**src/rtl/msu_stream_prefetch_if.sv**
```systemverilog
// msu_stream_prefetch_if
// SDRAM arbiter port used by the MSU-1 stream prefetcher. Requests use a
// toggle handshake: the master flips ram_req with ram_addr valid, and the
// arbiter answers by making ram_ack equal to ram_req with ram_din valid.
//   ram_addr  master->slave  physical 64-bit line address (byte address [31:3])
//   ram_req   master->slave  toggle request
//   ram_ack   slave->master  toggle acknowledge
//   ram_din   slave->master  64-bit read data, valid in the ack cycle
interface msu_stream_prefetch_if;
  logic [28:0] ram_addr;
  logic        ram_req;
  logic        ram_ack;
  logic [63:0] ram_din;

  modport master (output ram_addr, output ram_req, input ram_ack, input ram_din);
  modport slave  (input ram_addr, input ram_req, output ram_ack, output ram_din);
endinterface

```
**src/rtl/msu_stream_prefetch.sv**
```systemverilog
// msu_stream_prefetch
// Serves sequential byte reads of an MSU-1 data/audio stream out of a ring of
// DEPTH 64-bit lines. The ring is kept full ahead of the reader over the
// toggle req/ack SDRAM port, and every logical line is relocated on its own
// past the physical address hole so streams that cross it read correctly.
//   clk_sys, reset_n  clock and asynchronous active-low reset
//   base_addr         byte base of the file in SDRAM ([31:3] used)
//   rd_seek           rising edge: restart the ring at rd_addr
//   rd_seek_done      high once the lines at and after the seek target are held
//   rd_next           rising edge: rd_addr has moved on
//   rd_addr           logical byte address being read
//   rd_valid, rd_dout byte at rd_addr (combinational, zero when not valid)
//   ram               SDRAM arbiter port (master side)
module msu_stream_prefetch #(
  parameter int          DEPTH      = 4,
  parameter logic [28:0] HOLE_START = 29'h4400000,
  parameter logic [28:0] HOLE_SIZE  = 29'h0100000
) (
  input  logic                          clk_sys,
  input  logic                          reset_n,
  input  logic [31:0]                   base_addr,
  input  logic                          rd_seek,
  output logic                          rd_seek_done,
  input  logic                          rd_next,
  input  logic [31:0]                   rd_addr,
  output logic                          rd_valid,
  output logic [7:0]                    rd_dout,
  msu_stream_prefetch_if.master         ram
);

  localparam int PW = $clog2(DEPTH);
  localparam int CW = PW + 1;

  typedef enum logic [1:0] {ST_IDLE, ST_FETCH, ST_STALE} state_e;

  state_e        state_q, state_d;
  logic          req_q, req_d;
  logic [28:0]   addr_q, addr_d;
  logic          done_q, done_d;
  logic          wait_q, wait_d;
  logic          old_seek_q, old_seek_d;
  logic          old_rd_q, old_rd_d;
  logic [28:0]   hl_q, hl_d;
  logic [PW-1:0] head_q, head_d;
  logic [PW-1:0] tail_q, tail_d;
  logic [CW-1:0] count_q, count_d;
  logic [63:0]   ring_q [DEPTH];
  logic [63:0]   ring_d [DEPTH];

  logic [28:0]   line;
  logic          ack_seen;
  logic          seek_edge;
  logic          next_edge;
  logic          fill;
  logic          pop;
  logic          flush;
  logic          free;
  logic [63:0]   head_data;
  logic          unused_base;

  // Logical-to-physical line mapping; each line is checked against the hole
  // individually.
  function automatic logic [28:0] phys_line(input logic [28:0] base_line,
                                            input logic [28:0] log_line);
    logic [28:0] p;
    p = base_line + log_line;
    if (p >= HOLE_START) p = p + HOLE_SIZE;
    return p;
  endfunction

  assign line        = rd_addr[31:3];
  assign unused_base = ^base_addr[2:0];

  // An ack only means something while a request is outstanding; in IDLE
  // req and ack are equal anyway.
  assign ack_seen  = (state_q != ST_IDLE) && (ram.ram_ack == req_q);
  // A seek edge swallows an rd_next edge arriving in the same cycle.
  assign seek_edge = rd_seek && !old_seek_q;
  assign next_edge = rd_next && !old_rd_q && !seek_edge;
  assign fill      = (state_q == ST_FETCH) && ack_seen;
  // Stepping to HL+1 is a pop only if the head line is held or lands now;
  // otherwise the outstanding fetch belongs to the old head and we restart.
  assign pop       = next_edge && (line == hl_q + 29'd1) && ((count_q != '0) || fill);
  assign flush     = seek_edge || (next_edge && (line != hl_q) && !pop);

  assign head_data    = ring_q[head_q];
  assign rd_valid     = (count_q != '0) && (line == hl_q) && (state_q != ST_STALE);
  assign rd_dout      = rd_valid ? head_data[{rd_addr[2:0], 3'b000} +: 8] : 8'h00;
  assign rd_seek_done = done_q;
  assign ram.ram_req  = req_q;
  assign ram.ram_addr = addr_q;

  // Next-state logic: ring bookkeeping, request FSM and seek completion.
  // A request is launched whenever nothing is outstanding after this cycle
  // and the ring has room, including in the very cycle the previous ack lands.
  always_comb begin
    state_d    = state_q;
    req_d      = req_q;
    addr_d     = addr_q;
    done_d     = done_q;
    wait_d     = wait_q;
    old_seek_d = rd_seek;
    old_rd_d   = rd_next;
    hl_d       = hl_q;
    head_d     = head_q;
    tail_d     = tail_q;
    count_d    = count_q;
    ring_d     = ring_q;
    free       = 1'b0;

    if (flush) begin
      hl_d    = line;
      head_d  = '0;
      tail_d  = '0;
      count_d = '0;
    end else begin
      if (fill) begin
        ring_d[tail_q] = ram.ram_din;
        tail_d         = tail_q + PW'(1);
      end
      if (pop) begin
        head_d = head_q + PW'(1);
        hl_d   = line;
      end
      count_d = count_q + CW'(fill) - CW'(pop);
    end

    case (state_q)
      ST_IDLE: free = 1'b1;
      ST_FETCH: begin
        if (ack_seen) begin
          free    = 1'b1;
          state_d = ST_IDLE;
        end else if (flush) begin
          state_d = ST_STALE;
        end
      end
      ST_STALE: begin
        if (ack_seen) begin
          free    = 1'b1;
          state_d = ST_IDLE;
        end
      end
      default: state_d = ST_IDLE;
    endcase

    if (free && (count_d < CW'(DEPTH))) begin
      req_d   = ~req_q;
      addr_d  = phys_line(base_addr[31:3], hl_d + 29'(count_d));
      state_d = ST_FETCH;
    end

    if (seek_edge) begin
      done_d = 1'b0;
      wait_d = 1'b1;
    end else if (wait_q && !flush && (count_q >= CW'(2)) && (state_q != ST_STALE)) begin
      done_d = 1'b1;
      wait_d = 1'b0;
    end
  end

  // State registers; ram_req resets to 0 together with the arbiter's ack.
  always_ff @(posedge clk_sys or negedge reset_n) begin
    if (!reset_n) begin
      state_q    <= ST_IDLE;
      req_q      <= 1'b0;
      addr_q     <= '0;
      done_q     <= 1'b1;
      wait_q     <= 1'b0;
      old_seek_q <= 1'b0;
      old_rd_q   <= 1'b0;
      hl_q       <= '0;
      head_q     <= '0;
      tail_q     <= '0;
      count_q    <= '0;
      ring_q     <= '{default: '0};
    end else begin
      state_q    <= state_d;
      req_q      <= req_d;
      addr_q     <= addr_d;
      done_q     <= done_d;
      wait_q     <= wait_d;
      old_seek_q <= old_seek_d;
      old_rd_q   <= old_rd_d;
      hl_q       <= hl_d;
      head_q     <= head_d;
      tail_q     <= tail_d;
      count_q    <= count_d;
      ring_q     <= ring_d;
    end
  end

endmodule

```
**src/flat_wrapper.sv**
```systemverilog
// flat-port wrapper written by rule: the top's interface ports become plain ports
module msu_stream_prefetch_flat 
#(
  parameter int          DEPTH      = 4,
  parameter logic [28:0] HOLE_START = 29'h4400000,
  parameter logic [28:0] HOLE_SIZE  = 29'h0100000
)
  (clk_sys, reset_n, base_addr, rd_seek, rd_seek_done, rd_next, rd_addr, rd_valid, rd_dout, ram_ram_addr, ram_ram_req, ram_ram_ack, ram_ram_din);
  msu_stream_prefetch_if ram_i ();
  input  logic clk_sys;
  input  logic reset_n;
  input  logic [31:0] base_addr;
  input  logic rd_seek;
  output logic rd_seek_done;
  input  logic rd_next;
  input  logic [31:0] rd_addr;
  output logic rd_valid;
  output logic [7:0] rd_dout;
  output wire logic [$bits(ram_i.ram_addr)-1:0] ram_ram_addr;
  output wire logic [$bits(ram_i.ram_req)-1:0] ram_ram_req;
  input wire logic [$bits(ram_i.ram_ack)-1:0] ram_ram_ack;
  input wire logic [$bits(ram_i.ram_din)-1:0] ram_ram_din;
  assign ram_ram_addr = ram_i.ram_addr;
  assign ram_ram_req = ram_i.ram_req;
  assign ram_i.ram_ack = ram_ram_ack;
  assign ram_i.ram_din = ram_ram_din;
  msu_stream_prefetch #(.DEPTH(DEPTH), .HOLE_START(HOLE_START), .HOLE_SIZE(HOLE_SIZE)) u_core (.clk_sys(clk_sys), .reset_n(reset_n), .base_addr(base_addr), .rd_seek(rd_seek), .rd_seek_done(rd_seek_done), .rd_next(rd_next), .rd_addr(rd_addr), .rd_valid(rd_valid), .rd_dout(rd_dout), .ram(ram_i));
endmodule
```
**config.mk**
```make
export PLATFORM = sky130hd
export DESIGN_NAME = msu_stream_prefetch_flat
export DESIGN_NICKNAME = d
export VERILOG_FILES = /design/src/rtl/msu_stream_prefetch_if.sv /design/src/rtl/msu_stream_prefetch.sv /design/src/flat_wrapper.sv
export SDC_FILE = /design/constraint.sdc
export NUM_CORES = 1
export LEC_CHECK = 0
export ABC_CLOCK_PERIOD_IN_PS = 9110
export BUFFER_PORTS_ARGS = -buffer_cell sky130_fd_sc_hd__buf_4
export CAP_MARGIN = 0
export CORE_AREA = 8 8 248 250
export CTS_CLUSTER_SIZE = 20
export DETAILED_ROUTE_END_ITERATION = 7
export DIE_AREA = 0 0 256 258
export PLACE_DENSITY = 0.53
export SETUP_SLACK_MARGIN = 0.05
export SYNTH_ARGS = -nofsm -noshare
export SYNTH_HDL_FRONTEND = slang
export SYNTH_SLANG_ARGS = --single-unit
```
**constraint.sdc**
```tcl
create_clock -name clk_sys -period 9.11 [get_ports clk_sys]
set_input_delay 0.911 -clock clk_sys [delete_from_list [all_inputs] [get_ports clk_sys]]
set_output_delay 0.911 -clock clk_sys [all_outputs]
set_load 0.005 [all_outputs]
```
======== Yosys cells after proc, flatten, opt, wreduce, memory -nomap -nowiden ========
Cells that the tools add are included.
word-level totals
  logic and storage cells ................. 102
  bits of input ports ..................... 133
  register bits ........................... 328
  output and inout port bits .............. 40
operators by class
  multiplexer cells ....................... 26
  magnitude comparators ................... 6
  $add $sub $neg .......................... 8
  bitwise logic cells ..................... 4
  reductions and logical operators ........ 32
  shifts and indexed selects .............. 1
  equality and inequality tests ........... 10
operators with widths
  cell                                                                      number
  256-bit bitwise mux                                                       1
  64-bit 2-to-1 mux                                                         3
  64-bit binary-select mux with 2-bit select                                1
  64-bit demux with 2-bit select                                            1
  29-bit 2-to-1 mux                                                         3
  64-bit by 7-bit variable part select with 8-bit output                    1
  29-bit equality test                                                      2
  29-bit by 1-bit adder with 29-bit output (second input constant)          1
  29-bit by 21-bit adder with 29-bit output (second input constant)         1
  29-bit adder                                                              1
  29-bit by 3-bit adder with 29-bit output                                  1
  29-bit by 27-bit >= comparator with 1-bit output (second input constant)  1
  29-bit != test                                                            1
  1-bit logical AND                                                         16
  2-bit 2-to-1 mux                                                          8
  8-bit 2-to-1 mux                                                          1
  2-bit nonzero test                                                        4
  3-bit >= comparator (second input constant)                               2
  2-bit NOT with 3-bit output                                               2
  2-bit case mux with 3 select lines                                        1
  1-bit logical NOT                                                         5
  1-bit 2-to-1 mux                                                          5
  2-bit by 1-bit adder with 2-bit output (second input constant)            2
  4-bit by 2-bit != test with 1-bit output (second input constant)          1
  other kinds (20)                                                          22

======== Logic depth before layout (Yosys ltp) ========
Gate-level depths: netlist of run 1.
  depth after elaboration ................. 15
  mapped depth ............................ 35
  depth with buffers taken out ............ 34

======== Worst setup path before layout of run 1 ========
No wires, ideal clock.
  kind .................................... register -> register
  start point ............................. register u_core.hl_q[0]
  end point ............................... register u_core.addr_q[20], in the netlist u_core.ram.ram_addr[20]
  setup time .............................. 125 ps
  data required time ...................... 8,985 ps
  slack ................................... 1,189 ps
  arrival ................................. 7,797 ps
  cell stages (with the launch flop) ...... 31
  cells stage by stage .................... dfrtp_1 -> ha_1 -> nand4_1 -> or4_1 -> or4_1 -> xnor2_1 -> or4_1 -> nor4b_4 -> ha_1 -> inv_1 -> ha_1 -> inv_1 -> fa_1 -> xor2_1 -> nand2_1 -> a21oi_1 -> nand4_1 -> nand2_1 -> xor2_1 -> ha_1 -> ha_1 -> a211oi_1 -> nor4_1 -> or2_2 -> a21oi_1 -> a21oi_1 -> o311ai_0 -> nand4_1 -> a311oi_4 -> xnor2_1 -> mux2_2
on the way
  longest elaborated chain between the ends .. 12
  elaborated cells on any way between the ends .. 20
RTL lines
  what                                                                                                                  line                        text
  from (decl)                                                                                                           msu_stream_prefetch.sv:43   logic [28:0] hl_q, hl_d;
  from (signal assigned)                                                                                                msu_stream_prefetch.sv:185  hl_q <= hl_d;
  branches (longest 7 deep; another with 29-bit by 1-bit adder with 29-bit output)                                      -
  3-bit 2-to-1 mux *                                                                                                    msu_stream_prefetch.sv:111  if (flush) begin
  net u_core.count_d[2]                                                                                                 msu_stream_prefetch.sv:46   logic [CW-1:0] count_q, count_d;
  29-bit by 3-bit adder with 29-bit output                                                                              msu_stream_prefetch.sv:149  addr_d = phys_line(base_addr[31:3], hl_d + 29'(count_d));
  29-bit adder                                                                                                          msu_stream_prefetch.sv:66   p = base_line + log_line;
  29-bit by 21-bit adder with 29-bit output / 29-bit by 27-bit >= comparator with 1-bit output (equally long branches)  msu_stream_prefetch.sv:67   if (p >= HOLE_START) p = p + HOLE_SIZE;
  29-bit 2-to-1 mux                                                                                                     msu_stream_prefetch.sv:67
  to (signal assigned)                                                                                                  msu_stream_prefetch.sv:180  addr_q <= addr_d;
  to (decl)                                                                                                             msu_stream_prefetch.sv:38   logic [28:0] addr_q, addr_d;
Mark *: on every way through the listed nets, which the timed path passes.
A chain may end at the register's enable or synchronous reset.

======== Final worst setup path of run 1 ========
  start point ............................. register u_core.hl_q[1]
  end point ............................... register u_core.addr_q[28], in the netlist u_core.ram.ram_addr[28]
The elaborated chain is that of the path after synthesis.

==> impl_metrics.ini, run 1 <==
[clock_network]
clkSinkCount = 328
cts_setup_buffers = 0
cts_root_buf = clkbuf_16
clkLatencyLatePin_ps = 570
clk_path_buf_depth = 3
cts.htree.levels = 2
clkTransAtPathRegs_ps = 60
cts_tree = done
ctsHoldBuffers = 0
cts_made_buffers = 41

[pwr]
power.total_uw = 5870
power.density_nw_per_um2 = 270
power.leakage_uw = 0.00989
peakVddDrop_uv = 161

[timing]
period_share = 0.940
fmax_mhz = 117
skew_ps = 28.2
tightest_slew_ps = 1100
fin_crit_ps = 8560
rsz0062_at_grt = false
slew_headroom = 0.269
setup_slack_ps = 551
hold_violations = 0
maxSlewViolCount = 0
finalSetupViolations = 0
tns_ps = 0

[setup_path]
startpoint = u_core.hl_q[1]
critical-path-max-stage-delay_ps = 590
arrival_ps = 9020
reg2reg_from = u_core.hl_q[1]
r2r_cells = 33
cp_max_fo = 6
ff2ff_setup_slack_ps = 550
cp-end-kind = flop
startpoint_type = flop
required_ps = 9570
crit_top_cell = ha_1
crit_type = flop to flop
cp_slowest_cell = or4_1

[synth]
netlist_instances = 1372
syn_area_sq_um = 18300
synth_cell_types = 71
synth-warning-count = 0
async_flop_share = 1.00
synth_nets = 1576
yosysTopAreaCell = dfrtp_1
synth_commonest_cells = 327 x dfrtp_1, 244 x mux2_2, 80 x mux4_2
yosysMostFrequentCell = dfrtp_1
avgSynthCellArea_sq_um = 13.3
synth_area_leaders = dfrtp_1 45%, mux2_2 15%, mux4_2 9.9%, mux2_4 4.9%, ha_1 4.6%
yosysTopAreaCellShare = 0.448
synth_seq_cells = 328
synthFlopType = dfrtp_1
ys_seq_area_frac = 0.450
synth_edf_count = 0

[layout]
syn2layout_area_growth_pct = 19.4
fill_cells = 5461
layout-drive-gt1-share = 0.431
nNetsFinal = 1747
final_util = 0.380
regArea_sq_um = 8210
multi_input_area_sq_um = 9670

[floorplan]
num_rows = 88
dieArea_sq_um = 66000
die_w_um = 256
coreArea_sq_um = 57400
die_y_um = 258
pin_count = 173
initial_utilization = 0.318

[placement]
place.gp.congestion = 0.875
dpl_worst_slack_ps = 215
io_buffers = 169
dp_hpwl_mm = 32.5

[route]
viasPerCell = 5.14
ant_nets = 0
drc = 0
dr.pass1.iters = 5
routedWlPerCell_um = 20.5
wl_mm = 47.8
drt_iter0_markers = 642
vias = 12009

[global_routing]
gr-total-overflow = 0
track_usage = 0.144
grt_pass1_vias = 12852
grt_max_degree = 110
antenna_found_initial = 2
grt_pass1_wl_mm = 76.0

[run_status]
status = finished clean

[hold_path]
hp-class = input port to async pin

[flow_run]
cap_violations = 0
worst paths after layout:
| check | to |
|---|---|
| max | u_core.ram.ram_addr[28] |
| min | u_core.ring_q[138] |
| max reg2reg | u_core.ram.ram_addr[28] |
| min reg2reg | u_core.rd_seek_done |
| max in group asynchronous | u_core.ring_q[26] |
| min in group clk_sys | u_core.rd_seek_done |
registers in the layout, summed over array words and instances, names as in the netlist, 2 cells and up:
name                 cells
u_core.count_q           3
u_core.head_q            2
u_core.hl_q             29
u_core.ram.ram_addr     29
u_core.ring_q          256
u_core.state_q           2
u_core.tail_q            2
final cells by class:
cell class | count | area share
Multi-Input combinational cell | 947 | 0.444
Sequential cell | 328 | 0.377
Timing Repair Buffer | 197 | 0.0682
Clock buffer | 61 | 0.0565
Tap cell | 765 | 0.0439
Clock inverter | 10 | 0.00580
Inverter | 28 | 0.00482
Antenna cell | 1 | 0.000115
kinds of logic (layout without fill, tap and decap cells):
kind of cell    count (synthesis)  after routing  synth area share
compound gates                159            159            0.0582
xor+xnor                       68             68            0.0326
fa+ha+maj                      71             71            0.0503
buf+inv                        97            296            0.0244
flops                         328            328             0.450
mux                           397            397             0.306
other cells                     0              1                 0
simple gates                  252            252            0.0792
cells in the final DEF (no fill, tap or decap), types with 5 or more instances in the layout:
cell type,count
dfrtp_1,325
mux2_2,244
buf_4,196
mux4_2,80
ha_1,66
mux2_4,60
nand2_1,43
clkbuf_16,41
a21oi_1,39
nor2_1,36
xnor2_1,35
xor2_1,33
o21ai_0,29
inv_1,27
nand3_1,22
nor3_1,21
nand4_1,20
nor4_1,16
a21o_1,14
nor2b_1,13
mux2i_1,13
clkbuf_8,13
and2_1,11
a211oi_1,10
nand2b_1,9
or4_1,8
or2_2,8
and3_1,8
o21a_1,8
and4_1,7
a31oi_1,7
o31ai_1,7
clkbuf_1,7
o211ai_1,6
or3_1,6
o21bai_1,6
clkinv_2,6
nand3b_1,5
nor3b_1,5
worst max-delay path: cells and delay by family (launching register included):
| kind | cells | cell delay, ps |
|---|---|---|
| muxes | 1 | 280 |
| buffers and inverters | 2 | 110 |
| xor gates and xnor gates | 5 | 810 |
| and+or+nand+nor | 14 | 4120 |
| DFF | 1 | 440 |
| adders and majority gates | 7 | 1870 |
| AOI/OAI and AO/OA | 4 | 820 |
power by group:
| part | internal, uW | total [uW] | switching (uW) |
|---|---|---|---|
| Clock | 967 | 1620 | 653 |
| Sequential | 1930 | 2180 | 251 |
| Combinational | 1170 | 2070 | 902 |
| Total | 4070 | 5870 | 1810 |
what timing repair did:
action / 4_1_cts / 5_1_grt
setup endpoints to repair: 0 / 8
hold endpoints to repair: 0 / 0
resized for setup: 0 / 9
per-stage QoR:
stage,cells,hold slack (ps),cell area (sq um)
floorplan,1372,448,18300
global placement,2265,453,20400
detailed placement,2265,456,20400
CTS,2336,428,21800
global route,2336,445,21800
finish,2337,393,21800
metal layers:
layer | share of wire | routed length, um | GRT usage | vias to the layer above
met1 | 0.45 | 21500 | 0.187 | 6170
met2 | 0.48 | 23100 | 0.243 | 253
met3 | 0.047 | 2270 | 0.0301 | 70
met5 | 0.00019 | 9 | 0 | -
met4 | 0.020 | 957 | 0.0384 | 2
li1 | - | - | - | 5514
Power figures use the tool's default switching activity.
==> inputs of run 2 (changes only) <==
CAP_MARGIN = 20   (was 0)
REMOVE_ABC_BUFFERS = 1   (was not set)
SLEW_MARGIN = 10   (was not set)
==> impl_metrics.ini, run 2 (synthesized netlist as in run 1, its figures left out) <==
[setup_path]
crit_type = flop to flop
startpoint = u_core.hl_q[7]
arrival_ps = 8910
cp-end-kind = flop
ff2ff_setup_slack_ps = 630
cp_slowest_cell = or4_1
critical-path-max-stage-delay_ps = 610
startpoint_type = flop
required_ps = 9550
rr_endpoint = u_core.ram.ram_addr[28]
r2r_cells = 31
cp_max_fo = 10
reg2reg_from = u_core.hl_q[7]
crit_end = u_core.ram.ram_addr[28]

[layout]
largest_reg_flops = 256
final_util = 0.380
final_cell_mix = 325 x dfrtp_1, 244 x mux2_2, 193 x buf_4
largest-register = u_core.ring_q
layout-drive-gt1-share = 0.427
syn2layout_area_growth_pct = 19.4
nNetsFinal = 1745
final_common_cell = dfrtp_1

[clock_network]
cts_root_buf = clkbuf_16
clkLatencyLatePin_ps = 550
cts.htree.levels = 2
cts_tree = done
ctsHoldBuffers = 0
clkSinkCount = 328
clk_path_buf_depth = 3
cts_made_buffers = 41
clkTransAtPathRegs_ps = 60

[timing]
fin_crit_ps = 8480
period_share = 0.931
tns_ps = 0
slew_headroom = 0.316
finalSetupViolations = 0
tightest_slew_ps = 1030
fmax_mhz = 118
maxSlewViolCount = 0
skew_ps = 16.0
hold_violations = 0
rsz0062_at_grt = false

[route]
wl_mm = 48.9
dr.pass1.iters = 5
drt_iter0_markers = 560
routedWlPerCell_um = 20.9
vias = 11874
viasPerCell = 5.08
ant_nets = 0
drc = 0

[pwr]
power.leakage_uw = 0.00989
peakVddDrop_uv = 141
power.density_nw_per_um2 = 273

[global_routing]
track_usage = 0.146
grt_pass1_wl_mm = 76.6
grt_pass1_vias = 12715
grt_max_degree = 165
gr-total-overflow = 0
antenna_found_initial = 1

[floorplan]
coreArea_sq_um = 57400
pin_count = 173
die_y_um = 258
initial_utilization = 0.318
num_rows = 88
die_w_um = 256
dieArea_sq_um = 66000

[placement]
io_buffers = 169
place.gp.congestion = 0.863
dp_hpwl_mm = 33.4

[run_status]
status = finished clean

[hold_path]
hp-class = input port to async pin

[flow_run]
cap_violations = 0
[run 2: cell types whose count changed in the layout (fill, tap and decap cells not counted), sizes merged]
cell and delta:
clkbuf -5, clkinv -1, bufinv +5, clkinvlp +1, buf -2, inv +2
[run 2: worst min path at each step]
stage,start,endpoint,slack (ps),cells past startpoint
after floorplan,u_core.rd_seek_done,u_core.rd_seek_done,450,2
after global placement,u_core.rd_seek_done,u_core.rd_seek_done,450,2
after detailed placement,u_core.rd_seek_done,u_core.rd_seek_done,450,2
after CTS,reset_n,u_core.ram.ram_addr[16],400,1
after global routing,reset_n,u_core.ram.ram_addr[17],450,1
final,reset_n,u_core.ram.ram_addr[16],390,1
[run 2: metal layers]
layer,vias up,GRT usage,share of wire
met3,69,0.0268,0.040
met2,211,0.233,0.47
met4,0,0.0479,0.025
met1,6090,0.200,0.47
li1,5504,-,-
met5,-,0,0
[run 2: cell type report]
class / count / area [sq um]
Fill cell: 5461 / 35600
Multi-Input combinational cell: 947 / 9640
Sequential cell: 328 / 8210
Timing Repair Buffer: 195 / 1480
Clock buffer: 56 / 1140
Tap cell: 765 / 957
Clock inverter: 17 / 249
Inverter: 28 / 105
Antenna cell: 1 / 2.50
[run 2: power by group]
part	total (uW)	leakage [uW]	internal (uW)	switching, uW
logic	2060	0.00500	1170	893
registers	2190	0.00420	1930	261
clock network	1700	0.000685	1050	647
total	5940	0.00989	4140	1800
[run 2: through the flow]
| step | worst slack (ps) | instance area, sq um | std cells | hold WS [ps] | power, uW |
|---|---|---|---|---|---|
| 2_1_floorplan | 1190 | 17900 | 1303 | 448 | 3600 |
| 3_3_place_gp | 490 | 20400 | 2263 | 450 | 4220 |
| 3_5_place_dp | 431 | 20400 | 2263 | 452 | 4280 |
| 4_1_cts | 500 | 21800 | 2336 | 405 | 6030 |
| 5_1_grt | 67.2 | 21800 | 2337 | 445 | 6320 |
| 6_report | 633 | 21800 | 2337 | 390 | 5940 |
[run 2: critical path, delay by kind of cell (launching register included)]
| kind | cells | cell delay [ps] |
|---|---|---|
| and+or+nand+nor | 12 | 3790 |
| adders and majority gates | 6 | 1840 |
| AOI/OAI and AO/OA | 5 | 1000 |
| xor gates and xnor gates | 5 | 860 |
| DFF | 1 | 500 |
| muxes | 1 | 280 |
| buffers and inverters | 2 | 100 |
[run 2: timing repair]
| action | 4_1_cts | 5_1_grt |
|---|---|---|
| endpoints found under the setup margin | 0 | 7 |
| buffers inserted | 0 | 0 |
| resized for setup | 0 | 3 |
| endpoints found under the hold margin | 0 | 0 |
==> inputs of run 3 (changes only) <==
CORE_AREA = 2 2 242 244   (was 8 8 248 250)
DIE_AREA = 0 0 244 246   (was 0 0 256 258)
==> impl_metrics.ini, run 3 (synthesized netlist as in run 1, its figures left out) <==
[run_status]
status = finished clean

[placement]
dpl_worst_slack_ps = 502
io_buffers = 169
place.gp.congestion = 0.875
dp_hpwl_mm = 32.0
placed_cells = 2265

[clock_network]
cts_made_buffers = 41
cts.htree.levels = 2
clkSinkCount = 328
clk_path_buf_depth = 3
clkTransAtPathRegs_ps = 70
cts_tree = done
cts_root_buf = clkbuf_16
ctsHoldBuffers = 0
clkLatencyLatePin_ps = 570

[global_routing]
antenna_found_initial = 8
grt_max_degree = 205
track_usage = 0.160
grt_pass1_vias = 12831
gr-total-overflow = 0
grt_pass1_wl_mm = 74.8

[route]
drc = 0
wl_mm = 47.8
viasPerCell = 5.07
drt_iter0_markers = 692
vias = 11899
routedWlPerCell_um = 20.4
ant_nets = 0
dr.pass1.iters = 5

[layout]
syn2layout_area_growth_pct = 19.8
final_util = 0.381
layout-drive-gt1-share = 0.428
largest-register = u_core.ring_q
nNetsFinal = 1750
final_common_cell = dfrtp_1
largest_reg_flops = 256
fill_cells = 5457
final_cell_mix = 324 x dfrtp_1, 244 x mux2_2, 196 x buf_4
final_cells = 2345

[pwr]
pwr-share-clk = 0.286
power.leakage_uw = 0.00991
switching_share = 0.304
p_int_uw = 4130
switchingPower_uw = 1800
p_seq_frac = 0.369
comb_power_share = 0.345
peakVddDrop_uv = 134
power.density_nw_per_um2 = 271

[timing]
rsz0062_at_grt = false
fmax_mhz = 118
tns_ps = 0
hold_violations = 0
period_share = 0.927
tightest_slew_ps = 1230
final.hold.worst_slack_ps = 233
skew_ps = 20.4
finalSetupViolations = 0
maxSlewViolCount = 0
slew_headroom = 0.181
fin_crit_ps = 8440
setup_slack_ps = 666

[floorplan]
dieArea_sq_um = 60000
coreArea_sq_um = 57400
pin_count = 173
initial_utilization = 0.318
die_y_um = 246
die_w_um = 244
num_rows = 88

[setup_path]
crit_top_cell = ha_1
cp_slowest_cell = or4_1
crit_buf_inv = 2
cp-end-kind = flop
arrival_ps = 8900
cp_max_fo = 4
cpLargestDelayFamily = simple AND/OR/NAND/NOR gates
reg2reg_from = u_core.hl_q[0]
required_ps = 9570
r2r_cells = 32
crit_type = flop to flop
ff2ff_setup_slack_ps = 670
rr_endpoint = u_core.ram.ram_addr[28]
critical-path-max-stage-delay_ps = 600
startpoint_type = flop

[flow_run]
cap_violations = 0

[hold_path]
hp-class = input port to async pin
## run 3: changes by cell type in the layout (fill, tap and decap cells not counted), sizes merged
cell / before / now
diode: 1 / 5
clkinv: 8 / 6
inv: 30 / 28
clkbuf: 56 / 60
bufinv: 6 / 5
buf: 195 / 199
clkinvlp: 1 / 2
## run 3: worst max-delay path by stage
stage	endpoint	slack (ps)	start	cells after the start
5_1_grt	u_core.ram.ram_addr[28]	100	u_core.hl_q[0]	32
4_1_cts	u_core.ram.ram_addr[28]	440	u_core.hl_q[11]	31
3_5_place_dp	u_core.ram.ram_addr[28]	500	u_core.hl_q[11]	31
3_3_place_gp	u_core.ram.ram_addr[28]	460	u_core.hl_q[11]	31
2_1_floorplan	u_core.ram.ram_addr[20]	1190	u_core.hl_q[0]	30
6_report	u_core.ram.ram_addr[28]	670	u_core.hl_q[0]	32
## run 3: what timing repair did
action	4_1_cts	5_1_grt
endpoints found under the setup margin	0	7
setup buffers	0	1
gates resized for setup	0	6
## run 3: layout make-up
class                      count  area (sq um)  share of cell area
clock buffer                  59          1150              0.0527
sequential                   328          8220               0.376
antenna                        5          12.5            0.000572
tap                          765           957              0.0438
clock inverter                13           246              0.0113
inverter                      28           105             0.00480
multi-input combinational    947          9650               0.441
timing repair buffer         200          1540              0.0703
## run 3: routing by layer
layer | up-vias | wire (um) | GRT usage
met5 | - | 27 | 0
met4 | 4 | 1490 | 0.0597
met3 | 82 | 2080 | 0.0361
met2 | 210 | 22400 | 0.257
met1 | 6082 | 21800 | 0.213
li1 | 5521 | - | -
## run 3: power by group through the flow
stage,Combinational (uW),Sequential [uW],Clock (uW)
after floorplan,1470,2130,0
after global placement,2020,2180,0
after detailed placement,2060,2200,0
after CTS,2060,2190,1760
after global routing,2250,2250,1820
final,2050,2190,1700
## run 3: stage by stage
stage                     cell area (sq um)  power, uW
after detailed placement              20400       4260
final                                 21900       5930
after global routing                  21900       6310
after global placement                20400       4200
after floorplan                       17900       3600
after CTS                             21800       6010
